<file path="src/rtl/img_xform_ctrl.sv">
// ---------------------------------------------------------------------------
// img_xform_ctrl
//
// Controller for a single-port synchronous SRAM used as a square image buffer.
// A STORE job writes IMG_N*IMG_N incoming pixels linearly. A transform job
// reads the stored image back in output raster order, and the address
// generator applies a rotation or mirror on the fly.
//
// Ports
//   clk          single clock, rising edge
//   rst          asynchronous active-low reset
//   start        one-cycle job request, sampled only in IDLE
//   op_mode[2:0] 000 store, 001 rot90 CW, 010 rot180, 011 rot270 CW,
//                100 horizontal mirror, 101 vertical mirror, 11x illegal
//   pix_valid    STORE: a source pixel is present this cycle
//   out_ready    downstream accepts the current output pixel
//   sram_we      SRAM write enable (STORE only)
//   sram_re      SRAM read enable (1-cycle read latency, q holds when idle)
//   sram_addr    SRAM address
//   out_valid    SRAM q carries a valid output pixel
//   jump_out     qualifies out_valid: pixel is the last of its output row
//   busy         high whenever the FSM is not in IDLE
//   output_done  one-cycle pulse at job end
//   err          one-cycle pulse when start sees an illegal op_mode
// ---------------------------------------------------------------------------
module img_xform_ctrl #(
   parameter int IMG_N = 1024,
   parameter int AW    = 20
) (
   input  logic          clk,
   input  logic          rst,
   input  logic          start,
   input  logic [2:0]    op_mode,
   input  logic          pix_valid,
   input  logic          out_ready,
   output logic          sram_we,
   output logic          sram_re,
   output logic [AW-1:0] sram_addr,
   output logic          out_valid,
   output logic          jump_out,
   output logic          busy,
   output logic          output_done,
   output logic          err
);

   localparam int CW = $clog2(IMG_N);   // bits per coordinate

   typedef enum logic [2:0] {
      IDLE,
      STORE,
      READ,
      DRAIN,
      DONE
   } state_t;

   typedef enum logic [2:0] {
      M_STORE  = 3'd0,
      M_ROT90  = 3'd1,
      M_ROT180 = 3'd2,
      M_ROT270 = 3'd3,
      M_HMIR   = 3'd4,
      M_VMIR   = 3'd5
   } mode_t;

   state_t        state;
   mode_t         mode;
   logic [AW-1:0] wr_idx;
   logic [CW-1:0] row;
   logic [CW-1:0] col;
   logic [CW-1:0] src_r;
   logic [CW-1:0] src_c;
   logic          adv;

   // A read may be issued whenever the output register is empty or is being
   // drained this cycle, so a stalled pixel is never overwritten.
   assign adv = !out_valid || out_ready;

   // Source coordinate for the current output position. IMG_N is a power of
   // two, so N1-x is simply the bitwise complement of x.
   always_comb begin
      // NOTE: every always_comb output gets a default first, so no path can
      // leave it unassigned and infer a latch.
      src_r = row;
      src_c = col;
      case (mode)
         M_ROT90:  begin src_r = ~col; src_c = row;  end
         M_ROT180: begin src_r = ~row; src_c = ~col; end
         M_ROT270: begin src_r = col;  src_c = ~row; end
         M_HMIR:   begin src_r = row;  src_c = ~col; end
         M_VMIR:   begin src_r = ~row; src_c = col;  end
         default:  ;
      endcase
   end

   // SRAM strobes follow the current state and this cycle's handshake inputs,
   // so a write lands in the pix_valid cycle and a stalled read is never
   // issued. Both decode to 0 in IDLE, hence also immediately under reset.
   always_comb begin
      sram_we   = (state == STORE) && pix_valid;
      sram_re   = (state == READ) && adv;
      sram_addr = '0;
      if (state == STORE)
         sram_addr = wr_idx;
      else if (state == READ)
         sram_addr = {src_r, src_c};
   end

   always_ff @(posedge clk or negedge rst) begin
      if (!rst) begin
         state       <= IDLE;
         mode        <= M_STORE;
         wr_idx      <= '0;
         row         <= '0;
         col         <= '0;
         out_valid   <= 1'b0;
         jump_out    <= 1'b0;
         busy        <= 1'b0;
         output_done <= 1'b0;
         err         <= 1'b0;
      end else begin
         // NOTE: sequential state uses non-blocking assignments only, so every
         // read in this block sees the pre-edge value regardless of order.
         output_done <= 1'b0;
         err         <= 1'b0;
         case (state)
            IDLE: begin
               if (start) begin
                  wr_idx <= '0;
                  row    <= '0;
                  col    <= '0;
                  if (op_mode == 3'd0) begin
                     mode  <= M_STORE;
                     state <= STORE;
                     busy  <= 1'b1;
                  end else if (op_mode <= 3'd5) begin
                     mode  <= mode_t'(op_mode);
                     state <= READ;
                     busy  <= 1'b1;
                  end else begin
                     err <= 1'b1;
                  end
               end
            end

            STORE: begin
               if (pix_valid) begin
                  wr_idx <= wr_idx + AW'(1);
                  if (wr_idx == '1) begin
                     state       <= DONE;
                     output_done <= 1'b1;
                  end
               end
            end

            READ: begin
               if (adv) begin
                  out_valid <= 1'b1;
                  jump_out  <= (col == '1);
                  col       <= col + CW'(1);
                  if (col == '1) begin
                     row <= row + CW'(1);
                     if (row == '1)
                        state <= DRAIN;
                  end
               end
            end

            DRAIN: begin
               if (out_valid && out_ready) begin
                  out_valid   <= 1'b0;
                  jump_out    <= 1'b0;
                  state       <= DONE;
                  output_done <= 1'b1;
               end
            end

            DONE: begin
               state <= IDLE;
               busy  <= 1'b0;
            end

            default: state <= IDLE;
         endcase
      end
   end

endmodule

</file>
<file path="config.mk">
export PLATFORM = sky130hd
export DESIGN_NAME = img_xform_ctrl
export DESIGN_NICKNAME = d
export VERILOG_FILES = /design/src/rtl/img_xform_ctrl.sv
export SDC_FILE = /design/constraint.sdc
export NUM_CORES = 1
export LEC_CHECK = 0
export ABC_AREA = 0
export CAP_MARGIN = 20
export CORE_ASPECT_RATIO = 0.8
export CORE_MARGIN = 2
export CORE_UTILIZATION = 58
export CTS_CLUSTER_DIAMETER = 80
export DETAILED_ROUTE_END_ITERATION = 8
export PLACE_DENSITY_LB_ADDON = 0.3
export SYNTH_ARGS = -nofsm -noshare
export SYNTH_HDL_FRONTEND = slang
export SYNTH_SLANG_ARGS = --single-unit
</file>
<file path="constraint.sdc">
create_clock -name clk -period 3 [get_ports clk]
set_input_delay 0.9 -clock clk [delete_from_list [all_inputs] [get_ports clk]]
set_output_delay 0.9 -clock clk [all_outputs]
set_load 0.02 [all_outputs]
</file>
Yosys cells after proc, flatten, opt, wreduce, memory -nomap -nowiden. Index checks and enable logic that the tools add are counted.

Register bits: 51. Input port bits: 8. Output and inout bits: 27. Word-level logic and storage cells: 99.

Add/sub/neg operators: 3. Magnitude comparators: 1. Equal/unequal tests: 20. Muxes and demuxes: 42. Bitwise operators: 2. Reductions and logical operators: 21.

Operators by type and width (count): $mux 20 (4); $pmux 10 s3 (2); $mux 10 (4); $pmux 10 s2 (2); $pmux 20 s2 (1); $mux 3 (11); $add 10x1->10 const B (2); $add 20x1->20 const B (1); $eq 10x10->1 const B (2); $eq 20x20->1 const B (1); $not 10->10 (2); $reduce_and 3->1 (5); $mux 1 (13); $eq 3x2->1 const B (4); $pmux 3 s4 (1); $reduce_bool 2->1 (5); $eq 3x3->1 const B (3); $ne 2x2->1 const B (4); $pmux 1 s2 (4); $reduce_and 8->1 (1); $eq 3x1->1 const B (2); $logic_not 3->1 (2); $ne 2x1->1 const B (3); $reduce_and 4->1 (1); 6 further kinds (9).

Depth between registers and ports, before layout.
Depth after elaboration: 5. Mapped depth: 7. Mapped depth without buffers: 5.

Worst setup path before layout. No wires, ideal clock.

Path kind: register -> output. Start point: register mode[1]. End point: output port sram_addr[0]. Arrival: 2022 ps. Required time: 2100 ps. Slack: 78 ps. Stages on the path, launching flop included: 6. Path buffers: 2. Cells stage by stage: dfrtp_1 > clkbuf_1 > clkbuf_1 > o21ai_1 > o32ai_1 > o31ai_1.

Word-level cells in the longest chain between the ends: 5. Elaborated cells between the ends (all ways): 8. Classes of those cells: eq/ne: 4; mux: 3; reduce/logical: 1.

Ends and longest elaborated chain: start, declared (line 66) `mode_t mode;`; start signal, assigned (line 136) `mode <= mode_t'(op_mode);`; $eq 3x3->1 / $eq 3x2->1 (equally long branches) (line 85) `case (mode)`; $reduce_or 2->1 (no source line); $pmux 10 s3 (*) (line 85); $mux 20 (*) (line 104) `else if (state == READ)`; $mux 20 (*) (line 102) `if (state == STORE)`; end, declared (line 38) `output logic [AW-1:0] sram_addr,`.

Mark *: on every way between the ends. The rest lies on a longest branch, timed or not.

Final worst setup path.
Start point: register mode[1]. End point: output port sram_addr[15].

Word-level cells in the longest chain between the ends: 5. Elaborated cells between the ends (all ways): 8. Classes of those cells: eq/ne: 4; mux: 3; reduce/logical: 1.

Ends and longest elaborated chain (line): $eq 3x2->1 / $eq 3x3->1 (equally long branches) (85); $reduce_or 2->1 (no source line); $pmux 10 s3 (*) (85); $mux 20 (*) (104); $mux 20 (*) (102).

Marked as above.

==> impl_metrics.csv <==
group,metric,value,unit
status,status,"complete, but fails checks",
status,violations,"negative setup slack",
power_and_ir_drop,switching_power,0.00195,W
logic_synthesis,synth_top_cell_by_area,"dfrtp_1",
logic_synthesis,synth_fp_nets,486,
setup_path,crit_path_end_kind,"primary output",
global_route,grt_pass1_vias,3789,
logic_synthesis,synth_cells,475,
global_route,busiest_layer,"met2",
timing,slew_headroom,54.4,%
timing,period_minus_slack,3020,ps
placement,dp_hpwl,8.42,mm
cells_and_area,area_growth_syn_to_layout,21.2,%
logic_synthesis,netlist_top_cells_area,"dfrtp_1 34%, a21oi_1 4.5%, a21o_1 4.1%, o31ai_1 4.1%, o21ai_0 4.1%",
global_route,grt_max_degree,52,
timing,hold_slack,554,ps
clock_tree,postCtsHoldBufs,0,
global_route,grtUsageTotal,33.5,%
power_and_ir_drop,intPower,0.00221,W
floorplanning,core,6380,um^2
power_and_ir_drop,ir_drop,0.000601,V
timing,setup_viol,1,
cells_and_area,antenna_cells,0,
clock_tree,clk_path_buf_depth,2,
route,via_per_inst,6.72,
floorplanning,dieArea,7230,um^2
logic_synthesis,yosys.area_share.adder,0.987,%
route,ant_nets,0,
setup_path,crit_type,"reg -> out",
power_and_ir_drop,p_per_area,901,nW/um^2
setup_path,critical_path_arrival,2120,ps
route,drt_iter0_drc,514,
logic_synthesis,synth_area,3800,um^2
timing,final_max_slew_viol_count,0,
clock_tree,clock_latency,310,ps
route,wl_per_cell,19.7,um
power_and_ir_drop,seqPwrFrac,23.3,%
power_and_ir_drop,clockPowerShare,12.5,%
logic_synthesis,synth_edf_count,0,
logic_synthesis,synth_compound_area_share,27.8,%
logic_synthesis,yosysWarnings,0,
clock_tree,numCtsBuffers,5,
cells_and_area,fin_nets,532,
floorplanning,num_io_pins,35,
logic_synthesis,avgSynthCellArea,8.01,um^2
timing,worst_slack,-15.8,ps
clock_tree,clk_pin_slew,100,ps
floorplanning,start_util,59.7,%
logic_synthesis,async_flop_share,100,%
global_route,grt-ovfl-total,0,
power_and_ir_drop,combPwrFrac,64.2,%
timing,timing.final.crit_share,101,%
timing,skew,7.30,ps
logic_synthesis,synthTopCellsByCount,"51 x dfrtp_1, 36 x nand2_1, 35 x clkbuf_1",
clock_tree,cts_htree_levels,2,
placement,gp_congestion,0.934,
global_route,grt_use_met1,49.2,%
logic_synthesis,synth_mux_area_share,1.38,%
clock_tree,root_buffer,"clkbuf_8",
cells_and_area,drive_above_1_share,18.0,%
setup_path,max_stage_delay,480,ps
setup_path,required,2100,ps
cells_and_area,stdcell_area,4610,um^2
setup_path,path_cells,"buf_4, nand2b_1, buf_4, a211oi_1, a211oi_2, a21o_1, dlygate4sd2_1",
setup_path,cp_slowest_cell,"dfrtp_2",
placement,placed_area,4430,um^2
placement,io_buffer_count,34,
route,routed_wl,12.0,mm
logic_synthesis,synth_top_family_by_area,"compound AO/OA/AOI/OAI gates",
logic_synthesis,synth-simple-area-share,25.8,%
logic_synthesis,synth-xor-area-share,4.38,%
clock_tree,cts_tree,"built",
global_route,grt_util_met3,7.02,%
setup_path,cp-start-kind,"register",
timing,worst_slew_pin_slew,684,ps
global_route,grt_pass1_wl,19.0,mm
logic_synthesis,ys_ff_latch,51,
route,drcViolationCount,0,
setup_path,cp_max_fo,6,
setup_path,crit_top_cell,"buf_4",
logic_synthesis,synth_top_area_share,33.6,%
power_and_ir_drop,p_leak,2.00,nW
floorplanning,fp.dieH,76.4,um
floorplanning,die_w,94.5,um
route,drtPass1Iterations,5,
power_and_ir_drop,p_sw_share,46.9,%
run,cap_violations,0,
placement,pre_cts_slack,-102,ps
global_route,met2_usage,50.6,%
logic_synthesis,synth.most_common_cell,"dfrtp_1",
global_route,antenna_found_initial,0,
route,dr_total_vias,4073,
floorplanning,fp-row-count,26,
timing,hold_viol,0,
hold_path,hold_class,"reg -> reg",
timing,fmax,332,MHz
logic_synthesis,synth.distinct_cells,54,
timing,rsz0062_at_grt,"true",
clock_tree,cts_num_sinks,51,
logic_synthesis,synth_flop_cell,"dfrtp_1",
logic_synthesis,synth_seq_area_share,33.6,%
-- repair_timing --
item	CTS	global route
gates cloned	0	1
resized for setup	37	32
pin swaps	0	1
buffers inserted	4	2
endpoints found under the setup margin	22	20
-- logic make-up after synthesis --
family	Yosys count
simple gates	182
flops	51
xor+xnor	19
mux	5
compound gates	158
fa+ha+maj	3
buf+inv	57
-- state kept, by name (all words and copies together) (netlist names) --
register / count
jump_out: 1
col: 10
out_valid: 1
state: 3
output_done: 1
mode: 3
row: 10
wr_idx: 20
err: 1
busy: 1
-- routing by layer --
metal  up-vias  wire length, um
met5         -                0
met4         0              243
met3        30             1090
met2       238             5370
met1      1970             5240
li1       1835                -
-- placed cells by master (no fill, tap or decap), types with 6 or more instances in the layout --
cell type	count
clkbuf_8	6
dlygate4sd2_1	9
nor2_1	25
nand3_1	18
a211oi_2	6
a21oi_1	34
a21o_1	21
a211oi_1	12
dfrtp_1	49
clkdlybuf4s50_1	11
nand2_1	36
o32ai_1	10
nor2b_1	22
o31ai_1	21
clkbuf_2	10
nand2b_1	6
buf_4	48
o21ai_0	30
inv_1	9
or4_1	11
nand4_1	7
xnor2_1	16
nor3_1	20
or3_1	10
-- layout make-up --
cell class              count  area, um^2
fillers                   503        1770
repair buffers             87         729
multi-input cells         367        2350
flip-flops and latches     51        1280
clock buffers               6        82.6
well taps                  84         105
inverters                   9        33.8
clock inverters             2        35.0
-- power groups by stage --
| stage | Clock (W) | Combinational [W] | Sequential [W] |
|---|---|---|---|
| floorplan | 0 | 0.00161 | 0.000877 |
| global placement | 0 | 0.00248 | 0.000955 |
| detailed placement | 0 | 0.00252 | 0.000960 |
| CTS | 0.000516 | 0.00252 | 0.000955 |
| global route | 0.000551 | 0.00285 | 0.000989 |
| finish | 0.000518 | 0.00267 | 0.000970 |
-- final timing paths --
check	startpoint	endpoint	slack, ps	depth (start not counted)
setup reg to reg	state[1]$_DFFE_PN0P_	wr_idx[17]$_DFFE_PN0P_	610	5
hold / removal	jump_out$_DFFE_PN0P_	jump_out$_DFFE_PN0P_	550	2
min in group asynchronous	rst	wr_idx[9]$_DFFE_PN0P_	680	2
max in group asynchronous	rst	mode[1]$_DFFE_PN0P_	1820	2
setup / recovery	mode[1]$_DFFE_PN0P_	sram_addr[15]	-20	7
hold reg to reg	jump_out$_DFFE_PN0P_	jump_out$_DFFE_PN0P_	550	2
-- worst max-delay path, delay by kind of cell, from the launching register on --
kind                   cells  cell delay (ps)
flip-flops                 1              480
AND/OR/NAND/NOR            1              110
buffers and inverters      3              650
AO/OA/AOI/OAI              3              570
-- metrics by stage --
step | setup TNS [ps] | total power [W] | util (%) | std cells
4_1_cts | -11.1 | 0.00399 | 71.9 | 603
3_3_place_gp | -105 | 0.00343 | 69.5 | 591
3_5_place_dp | -293 | 0.00348 | 69.5 | 591
5_1_grt | -412 | 0.00439 | 72.3 | 606
2_1_floorplan | 0 | 0.00249 | - | 475
6_report | -15.8 | 0.00416 | 72.3 | 606
(Power assumes the default switching activity.)
